`config.mk`:
```
export PLATFORM = sky130hd
export DESIGN_NAME = meter_display_ctrl
export DESIGN_NICKNAME = d
export VERILOG_FILES = /design/src/rtl/meter_display_ctrl.sv
export SDC_FILE = /design/constraint.sdc
export NUM_CORES = 1
export LEC_CHECK = 0
export CAP_MARGIN = 20
export CORE_UTILIZATION = 45
export CTS_CLUSTER_SIZE = 24
export DETAILED_ROUTE_END_ITERATION = 6
export PLACE_DENSITY = 0.62
export SYNTH_ARGS = -nofsm -noshare
export SYNTH_HDL_FRONTEND = slang
export SYNTH_SLANG_ARGS = --single-unit
```
`constraint.sdc`:
```
create_clock -name second_clk -period 13.8 [get_ports second_clk]
set_clock_uncertainty 0.15 [all_clocks]
set_input_delay 3.45 -clock second_clk [delete_from_list [all_inputs] [get_ports second_clk]]
set_output_delay 3.45 -clock second_clk [all_outputs]
set_load 0.02 [all_outputs]
```
`src/rtl/meter_display_ctrl.sv`:
```
// Display stage of the parking meter: filters the remaining-seconds count, converts it to BCD
// and derives the NORMAL/LOW/EXPIRED state, flash pattern, overtime and expiry pulse.
module meter_display_ctrl #(
    parameter int unsigned LOW_THRESH = 200,
    parameter int unsigned MAX_DISP   = 9999
) (
    input  logic        second_clk,
    input  logic        reset,
    input  logic [15:0] count_in,
    output logic [15:0] digits,
    output logic        blank,
    output logic [1:0]  state,
    output logic        expired,
    output logic        expire_pulse,
    output logic [13:0] overtime
);

    typedef enum logic [1:0] {
        StNormal  = 2'd0,
        StLow     = 2'd1,
        StExpired = 2'd2
    } disp_state_e;

    localparam logic [15:0] MaxDisp   = 16'(MAX_DISP);
    localparam logic [13:0] MaxOt     = 14'(MAX_DISP);
    localparam logic [15:0] LowThresh = 16'(LOW_THRESH);

    logic [15:0] s1_q, s2_q;
    logic [15:0] digits_q, digits_d;
    disp_state_e state_q, state_d, acc_state;
    logic [1:0]  ph_q, ph_d;
    logic [13:0] overtime_q, overtime_d;
    logic        pulse_q, pulse_d;
    logic        stable;
    logic [13:0] acc;

    // Shift-and-add-3 binary to BCD; values are pre-saturated to at most 9999.
    function automatic logic [15:0] to_bcd(input logic [13:0] bin);
        logic [29:0] sh;
        sh = {16'd0, bin};
        for (int i = 0; i < 14; i++) begin
            for (int d = 0; d < 4; d++) begin
                if (sh[14 + 4 * d +: 4] >= 4'd5) begin
                    sh[14 + 4 * d +: 4] = sh[14 + 4 * d +: 4] + 4'd3;
                end
            end
            sh = sh << 1;
        end
        return sh[29:14];
    endfunction

    always_ff @(posedge second_clk) begin
        if (reset) begin
            s1_q       <= 16'd0;
            s2_q       <= 16'd0;
            digits_q   <= 16'h0000;
            state_q    <= StExpired;
            ph_q       <= 2'd0;
            overtime_q <= 14'd0;
            pulse_q    <= 1'b0;
        end else begin
            s1_q       <= count_in;
            s2_q       <= s1_q;
            digits_q   <= digits_d;
            state_q    <= state_d;
            ph_q       <= ph_d;
            overtime_q <= overtime_d;
            pulse_q    <= pulse_d;
        end
    end

    always_comb begin
        stable = (s1_q == s2_q);
        acc    = (s2_q > MaxDisp) ? MaxOt : s2_q[13:0];

        if (acc == 14'd0) begin
            acc_state = StExpired;
        end else if ({2'b00, acc} < LowThresh) begin
            acc_state = StLow;
        end else begin
            acc_state = StNormal;
        end

        // An unstable sample holds the displayed value and state.
        digits_d = digits_q;
        state_d  = state_q;
        if (stable) begin
            digits_d = to_bcd(acc);
            state_d  = acc_state;
        end

        ph_d = (state_d != state_q) ? 2'd0 : ph_q + 2'd1;

        overtime_d = 14'd0;
        if (state_q == StExpired && state_d == StExpired) begin
            overtime_d = (overtime_q >= MaxOt) ? MaxOt : overtime_q + 14'd1;
        end

        pulse_d = (state_q != StExpired) && (state_d == StExpired);
    end

    always_comb begin
        blank = 1'b0;
        unique case (state_q)
            StNormal:  blank = 1'b0;
            StLow:     blank = ph_q[0];
            StExpired: blank = ph_q[1];
            default:   blank = 1'b0;
        endcase
        expired = (state_q == StExpired);
    end

    assign digits       = digits_q;
    assign state        = state_q;
    assign expire_pulse = pulse_q;
    assign overtime     = overtime_q;

endmodule

```
==> metrics.md <==
| Metric | Value |
|---|---|
| Status | finished, final reports clean |
| Initial antenna violation count | 0 |
| DRC Markers | 0 |
| CP Class | reg2reg |
| Commonest non-fill, non-tap cell in the layout | nor2_1 |
| Initial DRC count | 498 |
| IO buf count | 52 |
| Layout net count | 898 |
| Total Routing Usage GR | 0.231 |
| Warnings from Yosys | 0 |
| Highest-count cells in the layout ignoring fill and taps | nor2_1 (71), dfxtp_1 (67), nand2_1 (66) |
| Fmax | 84.6 MHz |
| DR pass1 iterations | 5 |
| Post-synth top area cell | dfxtp_1 |
| Synth async-reset ratio | 0 |
| Post-synth top flop | dfxtp_1 |
| Row cnt | 42 |
| # setup viols final | 0 |
| Die Wd | 120 microns |
| Filler instances | 1309 |
| CTS tree | yes |
| Syn Inst Count | 824 |
| Share of layout cells above drive strength 1 | 0.0851 |
| Post-DR wirelength/cell | 15.9 microns |
| Max Cap Violations | 0 |
| Vias in the first global route | 5855 |
| Slew Limit Fails | 0 |
| Die footprint | 0.0144 sq mm |
| Gr ovfl total | 0 |
| CP endpoint kind | register |
| H-tree levels | 3 |
| Post-DRT Antenna Nets | 0 |
| Relative slew slack | 0.383 |
| Synth-to-layout area growth | 14.1% |
| Final hold vios | 0 |
| Final WS setup | 1.98 ns |
| Top-area cell type share of the netlist area | 0.214 |
| Slew @ Worst Pin | 0.918 ns |
| Post-CTS Resized | 0 |
| HPWL Detailed | 12200 microns |
| TNS Setup | 0 ns |
| Synth top area cells | dfxtp_1 (21%), ha_1 (5.4%), xnor2_1 (4.9%), nor2_1 (4.2%), a21oi_1 (4.2%) |
| Detailed-route wire length | 16400 microns |
| Ant. Diodes | 0 |
| Critical path arrival | 11.87 ns |
| Placeable Area | 0.0134 sq mm |
| I/O pins | 53 |
| Postcts setup bufs | 0 |
| EDFF count, synth | 0 |
| Die Span Y | 120 microns |
| Vias | 6207 |
| CP max stage delay | 0.83 ns |
| Unrepaired setup endpoints after global routing | false |
| Mapped Area | 0.00628 sq mm |
| Pre-CTS worst setup slack | 2.12 ns |
| CP required | 13.86 ns |
| Gpl congestion | 0.902 |
| Root Buffer | clkbuf_16 |
| Clk_lat worst skew | 0.33 ns |
| Tmin final | 11.82 ns |
| Pin count of the biggest net entering global routing | 52 |
| Crit path top cell by count | ha_1 |
| CP Launch Type | register |
| First-pass GRT wire length | 27500 microns |
| Final period utilization | 0.856 |
| Syn Area/Cell | 7.62 sq um |
| Register area share after synthesis | 0.214 |
| Starting Density | 0.469 |
| Buffers from clock root to sink, at most | 2 |
| Count of state elements after synthesis | 67 |
| TritonCTS Buffers | 9 |
| Clock-pin slew on the worst setup and hold paths | 0.06 ns |
| Synth cell types | 101 |
| Hold buffer count at CTS | 0 |
| Min-delay worst type | reg2reg |
| Sink Count | 67 |
| CP max-delay cell | a2111oi_1 |
| Critical path peak fanout | 10 |
| DR vias/cell | 6.00 |
[worst paths after layout]
path                      to  slack [ns]  startpoint  cells after the start
setup reg to reg  digits[12]        1.98    s2_q[14]                     46
hold reg to reg      ph_q[0]        0.32     ph_q[0]                      1
setup / recovery  digits[12]        1.98    s2_q[14]                     46
hold / removal       ph_q[0]        0.32     ph_q[0]                      1
[logic make-up (layout without fill, tap and decap cells)]
kind of cell / Yosys count / in the layout / synth area share
DFF: 67 / 67 / 0.214
adders and majority gates: 29 / 29 / 0.0570
buffers and inverters: 70 / 102 / 0.0490
and+or+nand+nor: 331 / 331 / 0.278
muxes: 19 / 19 / 0.0333
xor gates and xnor gates: 47 / 47 / 0.0679
other: 1 / 3 / 0.000597
AOI/OAI and AO/OA: 260 / 260 / 0.300
[cell usage after synthesis (all sizes together), types with 10 or more instances]
cell type,number
a211oi,16
a21oi,53
and2,14
and3,11
buf,14
clkbuf,27
dfxtp,67
ha,27
inv,29
mux2i,14
nand2,67
nand2b,19
nand3,29
nor2,71
nor2b,38
nor3,22
nor4,14
o21ai,48
o31ai,13
or2,11
or3,11
xnor2,37
xor2,10
[through the flow]
step / cell area [sq um] / util / cells / hold slack [ns]
6_report: 7170 / 0.535 / 1034 / 0.318
5_1_grt: 7170 / 0.535 / 1034 / 0.337
4_1_cts: 7170 / 0.535 / 1034 / 0.322
3_5_place_dp: 6870 / 0.513 / 1018 / 0.311
3_3_place_gp: 6870 / 0.513 / 1018 / 0.296
2_1_floorplan: 6290 / - / 826 / 0.282
[layer usage]
metal,global-route usage,part of all wire,vias up
li1,-,-,3122
met1,0.300,0.48,2930
met4,0.0766,0.020,0
met2,0.388,0.47,130
met5,0,0,-
met3,0.0356,0.035,25
[worst max-delay path, delay by kind of cell (launching register included)]
| family | cells | cell delay, ns |
|---|---|---|
| multiplexers | 2 | 0.52 |
| buffers and inverters | 5 | 0.51 |
| flip-flops | 1 | 0.53 |
| adder cells (fa/ha/maj) | 9 | 2.23 |
| XOR/XNOR | 1 | 0.27 |
| AO/OA/AOI/OAI | 15 | 4.28 |
| AND/OR/NAND/NOR | 14 | 3.21 |
[flip-flops by register name, indices dropped and copies added (netlist names)]
name          count
s1_q             16
ph_q              2
expire_pulse      1
overtime         14
state             2
digits           16
s2_q             16
[cell type report]
class                           instances  area [sq um]  area share
Timing Repair Buffer                   57           553      0.0772
Clock buffer                           12           267      0.0372
Multi-Input combinational cell        689          4640       0.648
Clock inverter                          4          32.5     0.00454
Inverter                               29           109      0.0152
Tap cell                              176           220      0.0307
Sequential cell                        67          1340       0.187
Power is left out: the tool's default activity adds up to more than one toggle a clock period on the data nets, which glitch-free logic cannot reach.
==> variant (same settings) <==
Remove the register `pulse_q`: a continuous assignment takes its place, so the output `expire_pulse` follows one clock earlier.
--- a/src/rtl/meter_display_ctrl.sv
+++ b/src/rtl/meter_display_ctrl.sv
@@ -59,3 +59,2 @@
             overtime_q <= 14'd0;
-            pulse_q    <= 1'b0;
         end else begin
@@ -67,5 +66,6 @@
             overtime_q <= overtime_d;
-            pulse_q    <= pulse_d;
         end
     end
+
+    assign pulse_q = pulse_d;
 
Check against the original RTL: not equivalent (a bounded check fails within 10 cycles, from zero or initial values and one cycle with reset high).
==> variant against the original RTL <==
Synthesized area increased by 11%; setup slack got worse by 0.046 ns; sequential cell count decreased by 1; count of clock-buffer cells in the layout decreased by 3; synthesized cell count increased by 13%; critical path type unchanged; design area increased by 10%; via count increased by 12%; fmax decreased by 0.39%; wire length increased by 9.1%.
Power is not shown: default switching activity piles up to over one toggle a cycle in this logic, so the estimate is an artifact.
==> variant: results (changes against the original RTL) <==
- The minimum period implied by the final worst setup slack was 11.86 ns (was 11.82 ns).
- The layout filler cell count was 1475 (was 1309).
- Run status: finished clean (unchanged).
- The xor-xnor portion of the synthesized cell area is 5.73% (was 6.79%).
- The total instance count after detailed placement is 1128 (was 1018).
- Cell types with the largest area share after synthesis: sky130_fd_sc_hd__dfxtp_1 (19%), sky130_fd_sc_hd__nor2_1 (4.9%), sky130_fd_sc_hd__ha_1 (4.8%) (was sky130_fd_sc_hd__dfxtp_1 (21%), sky130_fd_sc_hd__ha_1 (5.4%), sky130_fd_sc_hd__xnor2_1 (4.9%)).
- The maximum number of pins on one net before global-route repair is 55 (was 52).
- The number of storage elements in the synthesis netlist is 66 (was 67).
- The share of final layout cell area taken by non-clock buffers is 7.00% (was 7.72%).
- The clock buffer and inverter area fraction after layout came to 4.12% (was 4.17%).
- The fraction of the mapped netlist area in compound gates is 32.1% (was 30.0%).
- The largest stage delay on the critical path is 0.86 ns (was 0.83 ns).
- The start point of the worst hold path is digits[4] (was ph_q[0]).
- The proportion of layout cells with a drive suffix above 1 is 10.3% (was 8.51%).
- The internal reg-to-reg setup slack is 1.94 ns (was 1.98 ns).
- The end point of the worst hold path is digits[4] (was ph_q[0]).
- The wire length of the first global-routing pass is 30.0 mm (was 27.5 mm).
- The number of cells on the worst hold path was 2 (was 1).
- The mux share of post-synthesis cell area is 3.74% (was 3.33%).
- The final routed wire length divided by cell count is 15.6 um (was 15.9 um).
- The routability congestion estimate from global placement is 0.892 (was 0.902).
- The number of cells on the worst reg-to-reg path is 48 (was 46).
- The final design area excluding fillers came to 0.00790 mm2 (was 0.00717 mm2).
- The number of nets at the end of the flow is 996 (was 898).
- The starting DRC count in detailed routing is 429 (was 498).
-- variant: changes by cell type in the layout (fill, tap and decap cells not counted), moves of 7 or more --
cell,delta
sky130_fd_sc_hd__nor2_1,+21
sky130_fd_sc_hd__inv_1,+16
sky130_fd_sc_hd__a21o_1,+11
sky130_fd_sc_hd__nor3_1,+11
sky130_fd_sc_hd__nand4_1,+10
sky130_fd_sc_hd__o2111ai_1,+8
sky130_fd_sc_hd__a21oi_2,+7
sky130_fd_sc_hd__a31oi_1,+7
-- variant: per-layer routing --
layer	global-route usage [%]	wire (um)
met3	3.21	763
met4	5.04	201
met1	32.3	9120
met5	0	0
met2	35.0	7800
-- variant: worst max-delay path: cells and delay by family, from the launching register on --
family,cells,cell delay (ns)
AO/OA/AOI/OAI,16,4.36
adder cells (fa/ha/maj),9,2.30
buffers and inverters,6,0.53
flip-flops,1,0.41
multiplexers,1,0.19
AND/OR/NAND/NOR,16,3.80
